==> src/rtl/dadda_mac.sv <==
// Pipelined signed 16x16 multiply-accumulate around a combinational multiplier.
// Optional per-step saturation with a sticky overflow flag: define DADDA_MAC_SAT_EN.

module dadda16x16 (
    input  logic [15:0] A,
    input  logic [15:0] B,
    output logic [31:0] OUTT
);
    logic [31:0] row, sum_v, carry_v, tmp_v;

    // Baugh-Wooley rows (cross terms with exactly one sign bit inverted, plus the
    // 2^16 and 2^31 correction bits), folded through a chain of 3:2 compressors.
    always_comb begin
        // NOTE: combinational logic uses blocking '=' and assigns every variable first to avoid latches.
        sum_v   = 32'h8001_0000;
        carry_v = '0;
        row     = '0;
        tmp_v   = '0;
        for (int j = 0; j < 16; j++) begin
            row = '0;
            for (int i = 0; i < 16; i++) begin
                row[i+j] = ((i == 15) != (j == 15)) ? ~(A[i] & B[j]) : (A[i] & B[j]);
            end
            tmp_v   = sum_v ^ carry_v ^ row;
            carry_v = ((sum_v & carry_v) | (sum_v & row) | (carry_v & row)) << 1;
            sum_v   = tmp_v;
        end
        OUTT = sum_v + carry_v;
    end
endmodule

module dadda_mac #(
    parameter int ACC_W = 40,
    parameter int CNT_W = 8
) (
    input  logic             clk,
    input  logic             rst,
    input  logic             in_valid,
    output logic             in_ready,
    input  logic [15:0]      in_a,
    input  logic [15:0]      in_b,
    input  logic             in_last,
    output logic             out_valid,
    input  logic             out_ready,
    output logic [ACC_W-1:0] out_acc,
    output logic [CNT_W-1:0] out_count,
    output logic             out_ovf
);
    logic                    stall;
    logic                    s1_valid_q, s1_last_q;
    logic [15:0]             s1_a_q, s1_b_q;
    logic [31:0]             prod;
    logic                    s2_valid_q, s2_last_q;
    logic signed [31:0]      s2_prod_q;
    logic signed [ACC_W-1:0] acc_q, acc_d, base, prod_ext;
    logic signed [ACC_W:0]   sum_wide;
    logic [CNT_W-1:0]        cnt_q, cnt_d;
    logic                    first_q;
    logic                    res_valid_q;
    logic [ACC_W-1:0]        res_acc_q;
    logic [CNT_W-1:0]        res_cnt_q;
`ifdef DADDA_MAC_SAT_EN
    logic                    ovf_q, ovf_d, res_ovf_q;
`endif

    assign stall     = res_valid_q & ~out_ready;
    assign in_ready  = ~stall;
    assign out_valid = res_valid_q;
    assign out_acc   = res_acc_q;
    assign out_count = res_cnt_q;

    dadda16x16 u_mul (.A(s1_a_q), .B(s1_b_q), .OUTT(prod));

    always_comb begin
        prod_ext = ACC_W'(s2_prod_q);
        base     = first_q ? '0 : acc_q;
        sum_wide = (ACC_W+1)'(base) + (ACC_W+1)'(prod_ext);
        acc_d    = sum_wide[ACC_W-1:0];
`ifdef DADDA_MAC_SAT_EN
        ovf_d = 1'b0;
        if (sum_wide[ACC_W] != sum_wide[ACC_W-1]) begin
            ovf_d = 1'b1;
            acc_d = sum_wide[ACC_W] ? {1'b1, {(ACC_W-1){1'b0}}} : {1'b0, {(ACC_W-1){1'b1}}};
        end
        if (!first_q) ovf_d = ovf_d | ovf_q;
`endif
        if (first_q)     cnt_d = CNT_W'(1);
        else if (&cnt_q) cnt_d = cnt_q;
        else             cnt_d = cnt_q + CNT_W'(1);
    end

    always_ff @(posedge clk or posedge rst) begin
        // NOTE: sequential state uses non-blocking '<=' so every flop samples pre-edge values.
        if (rst) begin
            s1_valid_q  <= 1'b0;
            s1_last_q   <= 1'b0;
            s1_a_q      <= '0;
            s1_b_q      <= '0;
            s2_valid_q  <= 1'b0;
            s2_last_q   <= 1'b0;
            s2_prod_q   <= '0;
            acc_q       <= '0;
            cnt_q       <= '0;
            first_q     <= 1'b1;
            res_valid_q <= 1'b0;
            res_acc_q   <= '0;
            res_cnt_q   <= '0;
`ifdef DADDA_MAC_SAT_EN
            ovf_q       <= 1'b0;
            res_ovf_q   <= 1'b0;
`endif
        end else if (!stall) begin
            s1_valid_q <= in_valid;
            s1_last_q  <= in_last;
            if (in_valid) begin
                s1_a_q <= in_a;
                s1_b_q <= in_b;
            end
            s2_valid_q <= s1_valid_q;
            s2_last_q  <= s1_last_q;
            if (s1_valid_q) s2_prod_q <= prod;
            // Without a stall any held result is being taken this edge, so valid follows S2.
            res_valid_q <= s2_valid_q & s2_last_q;
            if (s2_valid_q) begin
                acc_q   <= acc_d;
                cnt_q   <= cnt_d;
                first_q <= s2_last_q;
`ifdef DADDA_MAC_SAT_EN
                ovf_q   <= ovf_d;
`endif
                if (s2_last_q) begin
                    res_acc_q <= acc_d;
                    res_cnt_q <= cnt_d;
`ifdef DADDA_MAC_SAT_EN
                    res_ovf_q <= ovf_d;
`endif
                end
            end
        end
    end

`ifdef DADDA_MAC_SAT_EN
    assign out_ovf = res_ovf_q;
`else
    assign out_ovf = 1'b0;
`endif
endmodule

==> config.mk <==
export PLATFORM = sky130hd
export DESIGN_NAME = dadda_mac
export DESIGN_NICKNAME = d
export VERILOG_FILES = /design/src/rtl/dadda_mac.sv
export SDC_FILE = /design/constraint.sdc
export NUM_CORES = 1
export LEC_CHECK = 0
export ABC_AREA = 1
export CORE_UTILIZATION = 48
export DETAILED_ROUTE_END_ITERATION = 10
export GPL_TIMING_DRIVEN = 0
export PLACE_DENSITY = 0.72
export SKIP_CTS_REPAIR_TIMING = 1
export SLEW_MARGIN = 20
export SYNTH_ARGS = -nofsm -noshare
export SYNTH_HDL_FRONTEND = slang
export SYNTH_SLANG_ARGS = --single-unit
export TNS_END_PERCENT = 50
==> constraint.sdc <==
create_clock -name clk -period 11.24 [get_ports clk]
set_input_delay 1.686 -clock clk [delete_from_list [all_inputs] [get_ports clk]]
set_output_delay 1.686 -clock clk [all_outputs]
set_load 0.03 [all_outputs]
Word level (Yosys, flattened, before mapping):

Index checks and enable logic that the tools add are counted.

* bits in registers: 166
* output and inout bits: 51
* input port bits: 37
* logic and storage cells: 414

* bitwise gates (word level): 390
* multiplexer cells: 3
* reductions and logical operators: 5
* add/subtract/negate cells: 3

Operators with widths (count)
* bitwise OR 31 bit: 28
* bitwise AND 31 bit: 16
* XOR 32 bit: 13
* bitwise AND 1 bit: 258
* XOR 32 x 18 -> 32 bit: 2
* bitwise AND 31 x 18 -> 31 bit: 2
* bitwise AND 31 x 19 -> 31 bit: 2
* bitwise AND 31 x 20 -> 31 bit: 2
* bitwise AND 31 x 21 -> 31 bit: 2
* bitwise AND 31 x 22 -> 31 bit: 2
* bitwise AND 31 x 23 -> 31 bit: 2
* bitwise AND 31 x 24 -> 31 bit: 2
* bitwise AND 31 x 25 -> 31 bit: 2
* bitwise AND 31 x 26 -> 31 bit: 2
* bitwise AND 31 x 27 -> 31 bit: 2
* bitwise AND 31 x 28 -> 31 bit: 2
* bitwise AND 31 x 29 -> 31 bit: 2
* bitwise AND 31 x 30 -> 31 bit: 2
* adder 40 x 32 -> 40 bit: 1
* 2-to-1 mux 40 bit: 1
* adder 32 bit: 1
* inverter 1 bit: 32
* XOR 32 x 17 -> 32 bit: 1
* XOR 32 x 19 -> 32 bit: 1
* other kinds (18): 21

Longest topological paths before layout:

* depth after elaboration: 46
* mapped depth: 35
* gate-level depth less buffers: 33

Modules after synthesis:

Synthesis repeated with hierarchy kept, for this count alone.

* cell total of the unflattened synthesis: 2136
* area, all modules: 16937.5 µm²

Modules (own cells, without submodules)
* dadda_mac: times used 1, area each 9580.4 µm², seq. area each 4155.2 µm², cells an instance 1229
* dadda16x16: times used 1, area each 7357.1 µm², seq. area each 0.0 µm², cells an instance 907

Least setup slack after synthesis:

Ideal clock, no wire load.

* path type: reg2reg
* start: reg s1_a_q[15]
* end: reg s2_prod_q[24]
* required time: 11113 ps
* arrival: 8932 ps
* path slack: 2180 ps
* cell stages (with the launch flop): 30
* cells stage by stage: dfrtp_1 clkbuf_1 clkbuf_1 nand2_1 ha_1 inv_1 fa_1 inv_1 fa_1 fa_1 fa_1 fa_1 fa_1 fa_1 fa_1 fa_1 fa_1 inv_1 fa_1 fa_1 fa_1 inv_1 fa_1 inv_1 fa_1 nor3_1 nor2_1 o21ai_1 xnor2_1 o21ai_0

* longest elaborated chain between the ends: 41
* elaborated cells between the ends (all ways): 121

RTL lines
* start, declared: line 51 `logic [15:0] s1_a_q, s1_b_q;`
* start signal, assigned: line 116 `s1_a_q <= in_a;`
* bitwise AND 1 bit: line 22 `row[i+j] = ((i == 15) != (j == 15)) ? ~(A[i] & B[j]) : (A[i] & B[j]);`
* inverter 1 bit: line 22
* XOR 32 x 17 -> 32 bit: line 24 `tmp_v = sum_v ^ carry_v ^ row;`
* bitwise AND 31 bit (tied with other cells): line 25 `carry_v = ((sum_v & carry_v) | (sum_v & row) | (carry_v & row)) << 1;`
* bitwise OR 31 bit / XOR 32 x 18 -> 32 bit (equally long branches): line 25, 24
* bitwise OR 31 bit (tied with other cells): line 25
* bitwise AND 31 bit (tied with other cells): line 25
* bitwise OR 31 bit (tied with other cells) (2 in a row): line 25
* (+24 left out)
* XOR 32 x 28 -> 32 bit (tied with other cells): line 24
* XOR 32 bit (tied with other cells): line 24
* XOR 32 x 29 -> 32 bit (tied with other cells): line 24
* XOR 32 bit (tied with other cells): line 24
* XOR 32 x 30 -> 32 bit (tied with other cells): line 24
* XOR 32 bit / bitwise OR 31 bit (equally long branches): line 24, 25
* XOR 32 x 31 -> 32 bit / bitwise OR 31 bit (equally long branches): line 24, 25
* adder 32 bit *: line 28 `OUTT = sum_v + carry_v;`
* end signal, assigned: line 121 `if (s1_valid_q) s2_prod_q <= prod;`
* end, declared: line 54 `logic signed [31:0] s2_prod_q;`

Mark *: on every way between the ends. The rest lies on a longest branch, timed or not.
A chain may end at the register's enable or synchronous reset.

Worst setup path after layout:

* start: reg s1_b_q[0]
* end: reg s2_prod_q[28]

* longest elaborated chain between the ends: 45
* elaborated cells between the ends (all ways): 118

RTL lines
* start, declared: line 51
* start signal, assigned: line 117 `s1_b_q <= in_b;`
* bitwise AND 1 bit (on tied branches)
* XOR 32 x 17 -> 32 bit (tied with other cells): line 24
* bitwise AND 31 bit (tied with other cells): line 25
* bitwise OR 31 bit (tied with other cells): line 25
* bitwise OR 31 bit / XOR 32 x 18 -> 32 bit (equally long branches): line 25, 24
* bitwise AND 31 bit (tied with other cells): line 25
* bitwise OR 31 bit (tied with other cells): line 25
* bitwise OR 31 bit / XOR 32 x 19 -> 32 bit (equally long branches): line 25, 24
* (+29 left out)
* bitwise OR 31 bit / XOR 32 x 29 -> 32 bit (equally long branches): line 25, 24
* bitwise AND 31 bit (tied with other cells): line 25
* bitwise OR 31 bit (tied with other cells): line 25
* bitwise OR 31 bit / XOR 32 x 30 -> 32 bit (equally long branches): line 25, 24
* bitwise AND 31 bit / bitwise OR 31 bit (equally long branches): line 25
* bitwise OR 31 bit / XOR 32 bit (equally long branches): line 25, 24
* bitwise OR 31 bit / XOR 32 x 31 -> 32 bit (equally long branches): line 25, 24
* adder 32 bit *: line 28

Marks and branches as above.

==> summary.md <==
| Metric | Value |
|---|---|
| Outcome | finished clean |
| Worst Path Max Fanout | 10 |
| Yosys warns | 0 |
| Critical path type | register to register |
| Port Buffers | 86 |
| Yosys reg bits | approximately 170 |
| Core ar. | 33800 µm² |
| Syn_nets | 2447 |
| Worst-path clk slew | 0.07 ns |
| # IOs | 88 |
| N_diodes | 0 |
| Vias | 13484 |
| Slowest-stage cell, CP | clkbuf_1 |
| Root Driver | clkbuf_16 |
| Post-Syn Area | around 17000 µm² |
| Site Rows | 67 |
| Final ANT Viol Nets | 0 |
| Layout cell share with drive strength beyond 1 | 4.84% |
| Most used cell along the critical path | fa_1 |
| TNS Setup | 0 ns |
| GRT overflow | 0 |
| Initial Util | 49.0% |
| Gpl congestion | 0.896 |
| Vias in the first global route | 13567 |
| Clock skew | 0.0159 ns |
| Antenna violations before repair | 0 |
| Mapped Cells | 2114 |
| Die W | 188 µm |
| CP Data Required Time | 11.62 ns |
| Sequential area share after synthesis | 25.1% |
| Mean Syn Cell Area | 7.84 µm² |
| Die area | 35300 µm² |
| Clock network latency to the later pin of the worst-skew pair | 0.47 ns |
| TritonCTS clock tree | built |
| Slew @ Worst Pin | 0.755 ns |
| First-pass GRT wire length | between 60 and 70 mm |
| # nets final | between 2000 and 3000 |
| Commonest non-fill, non-tap cell in the layout | nand2_1 |
| Min cycle time layout | 10.14 ns |
| Setup Viol. Count Final | 0 |
| Achievable Freq | around 99 MHz |
| Worst Setup Start Kind | register |
| Vias per cell | 5.03 |
| Layout Area Growth over Synthesis | 12.5% |
| Crit end category | register |
| Slew Limit Fails | 0 |
| HPWL Detailed | 33.5 mm |
| RSZ-0062 raised after global routing | false |
| Rel. slew slack | 49.7% |
| Drt drc | 0 |
| GR Util All Layers | 24.6% |
| CTS buffer count | 17 |
| Distinct cells, synth | 37 |
| Htree depth | 4 |
| DRT Pass-1 Iters | 5 |
| WL final | slightly above 40 mm |
| Crit share post-route | 90.2% |
| Drt wl/cell | 15.0 µm |
| Hold crit path type | register to register |
| Leading cell types in the layout, fill and taps excluded | nand2_1, inv_1, fa_1, dfrtp_1, nor2_1 |
| Die Y | 188 µm |
| Largest net degree at the start of global routing | 104 |
| CTS sink count | 166 |
| Clk buf depth | 2 |
| Final count of hold timing violations | 0 |
| Initial DRC count | ~790 |
| Slowest cell delay on critical path | 0.57 ns |
| Max-Cap Viols | 0 |
| Worst EP arrival | between 10 and 15 ns |
## state kept, by name (all words and copies together), names as in the netlist
| register | flops |
|---|---|
| s2_valid_q | 1 |
| s1_b_q | 16 |
| s1_valid_q | 1 |
| s2_prod_q | 32 |
| cnt_q | 8 |
| out_valid | 1 |
| s2_last_q | 1 |
| s1_last_q | 1 |
| out_count | 8 |
| out_acc | 40 |
| acc_q | 40 |
| first_q | 1 |
| s1_a_q | 16 |
## critical path: cells and delay by family (launching register included)
family	cells	cell delay (ns)
AOI/OAI and AO/OA	2	0.48
adders and majority gates	17	7.45
buffers and inverters	7	1.31
DFF	1	0.32
and+or+nand+nor	4	0.50
## routing by layer
| metal | vias to the layer above | routed length (µm) | GRT usage (%) |
|---|---|---|---|
| met5 | - | 0 | 0 |
| met1 | 6589 | 18800 | 33.6 |
| met2 | 267 | 19200 | 41.1 |
| met3 | 36 | 1530 | 2.83 |
| met4 | 0 | 769 | 7.13 |
| li1 | 6592 | - | - |
## area by class of cell
type                       instances  area [µm²]
buffer                            97         390
clock buffer                      18         439
clock inverter                    14         175
fill                            3138       15100
inverter                         353        1330
multi-input combinational       1498       10700
sequential                       166        4160
tap                              448         561
timing repair buffer              87         888
## cells in the mapped netlist
| master | number | area, µm² |
|---|---|---|
| nand3b_1 | 14 | 105 |
| xor2_1 | 7 | 61.3 |
| o21a_2 | 1 | 8.76 |
| o21ai_0 | 94 | 470 |
| clkbuf_1 | 83 | 312 |
| nor3_1 | 7 | 35.0 |
| o21ai_1 | 6 | 30.0 |
| conb_1 | 1 | 3.75 |
| inv_2 | 2 | 7.51 |
| dfstp_2 | 1 | 26.3 |
| and2_1 | 2 | 12.5 |
| nand2_1 | 721 | 2710 |
| a31oi_1 | 2 | 12.5 |
| buf_1 | 1 | 3.75 |
| o21bai_1 | 5 | 37.5 |
| nor2_4 | 2 | 22.5 |
| nand3_2 | 7 | 70.1 |
| inv_1 | 350 | 1310 |
| dfrtp_1 | 165 | 4130 |
| o31ai_1 | 3 | 22.5 |
| nor2_1 | 122 | 458 |
| mux2_2 | 32 | 360 |
| nand4_1 | 2 | 12.5 |
| buf_2 | 9 | 45.0 |
| or2_1 | 2 | 12.5 |
| buf_4 | 4 | 30.0 |
| fa_1 | 212 | 4240 |
| ha_1 | 84 | 1050 |
| a21o_1 | 1 | 7.51 |
| and2_4 | 1 | 8.76 |
| clkinv_1 | 1 | 3.75 |
| nand3_1 | 86 | 430 |
| xnor2_1 | 18 | 158 |
| nand2_2 | 6 | 37.5 |
| a21oi_1 | 51 | 255 |
| nor2_2 | 7 | 43.8 |
| o21ai_2 | 2 | 17.5 |
## through the flow
stage / instance area (µm²) / hold slack (ns) / setup WS [ns] / util (%) / instances
finish: 18600 / 0.479 / 1.10 / 55.2 / 2681
global route: 18600 / 0.496 / 0.695 / 55.2 / 2681
CTS: 18600 / 0.484 / 1.13 / 55.2 / 2681
detailed placement: 18000 / 0.466 / 1.17 / 53.3 / 2649
global placement: 18000 / 0.462 / 1.24 / 53.2 / 2648
floorplan: 16600 / 0.448 / 2.18 / - / 2114
## worst paths after layout
kind	start	endpoint	slack [ns]	depth (start not counted)
setup / recovery	s1_b_q[0]	s2_prod_q[28]	1.10	30
hold / removal	acc_q[25]	acc_q[25]	0.48	2
setup reg to reg	s1_b_q[0]	s2_prod_q[28]	1.10	30
hold reg to reg	acc_q[25]	acc_q[25]	0.48	2
max in group asynchronous	rst	acc_q[13]	8.68	3
min in group asynchronous	rst	s1_b_q[10]	1.67	2
## cells by family after synthesis
| kind of cell | Yosys count | synth area share (%) |
|---|---|---|
| AND/OR/NAND/NOR | 979 | 23.9 |
| buffers and inverters | 450 | 10.4 |
| adder cells (fa/ha/maj) | 296 | 32.0 |
| flip-flops | 166 | 25.1 |
| AO/OA/AOI/OAI | 165 | 5.20 |
| multiplexers | 32 | 2.18 |
| XOR/XNOR | 25 | 1.32 |
| other | 1 | 0.0226 |
Power is not shown: default switching activity piles up to over one toggle a cycle in this logic, so the estimate is an artifact.
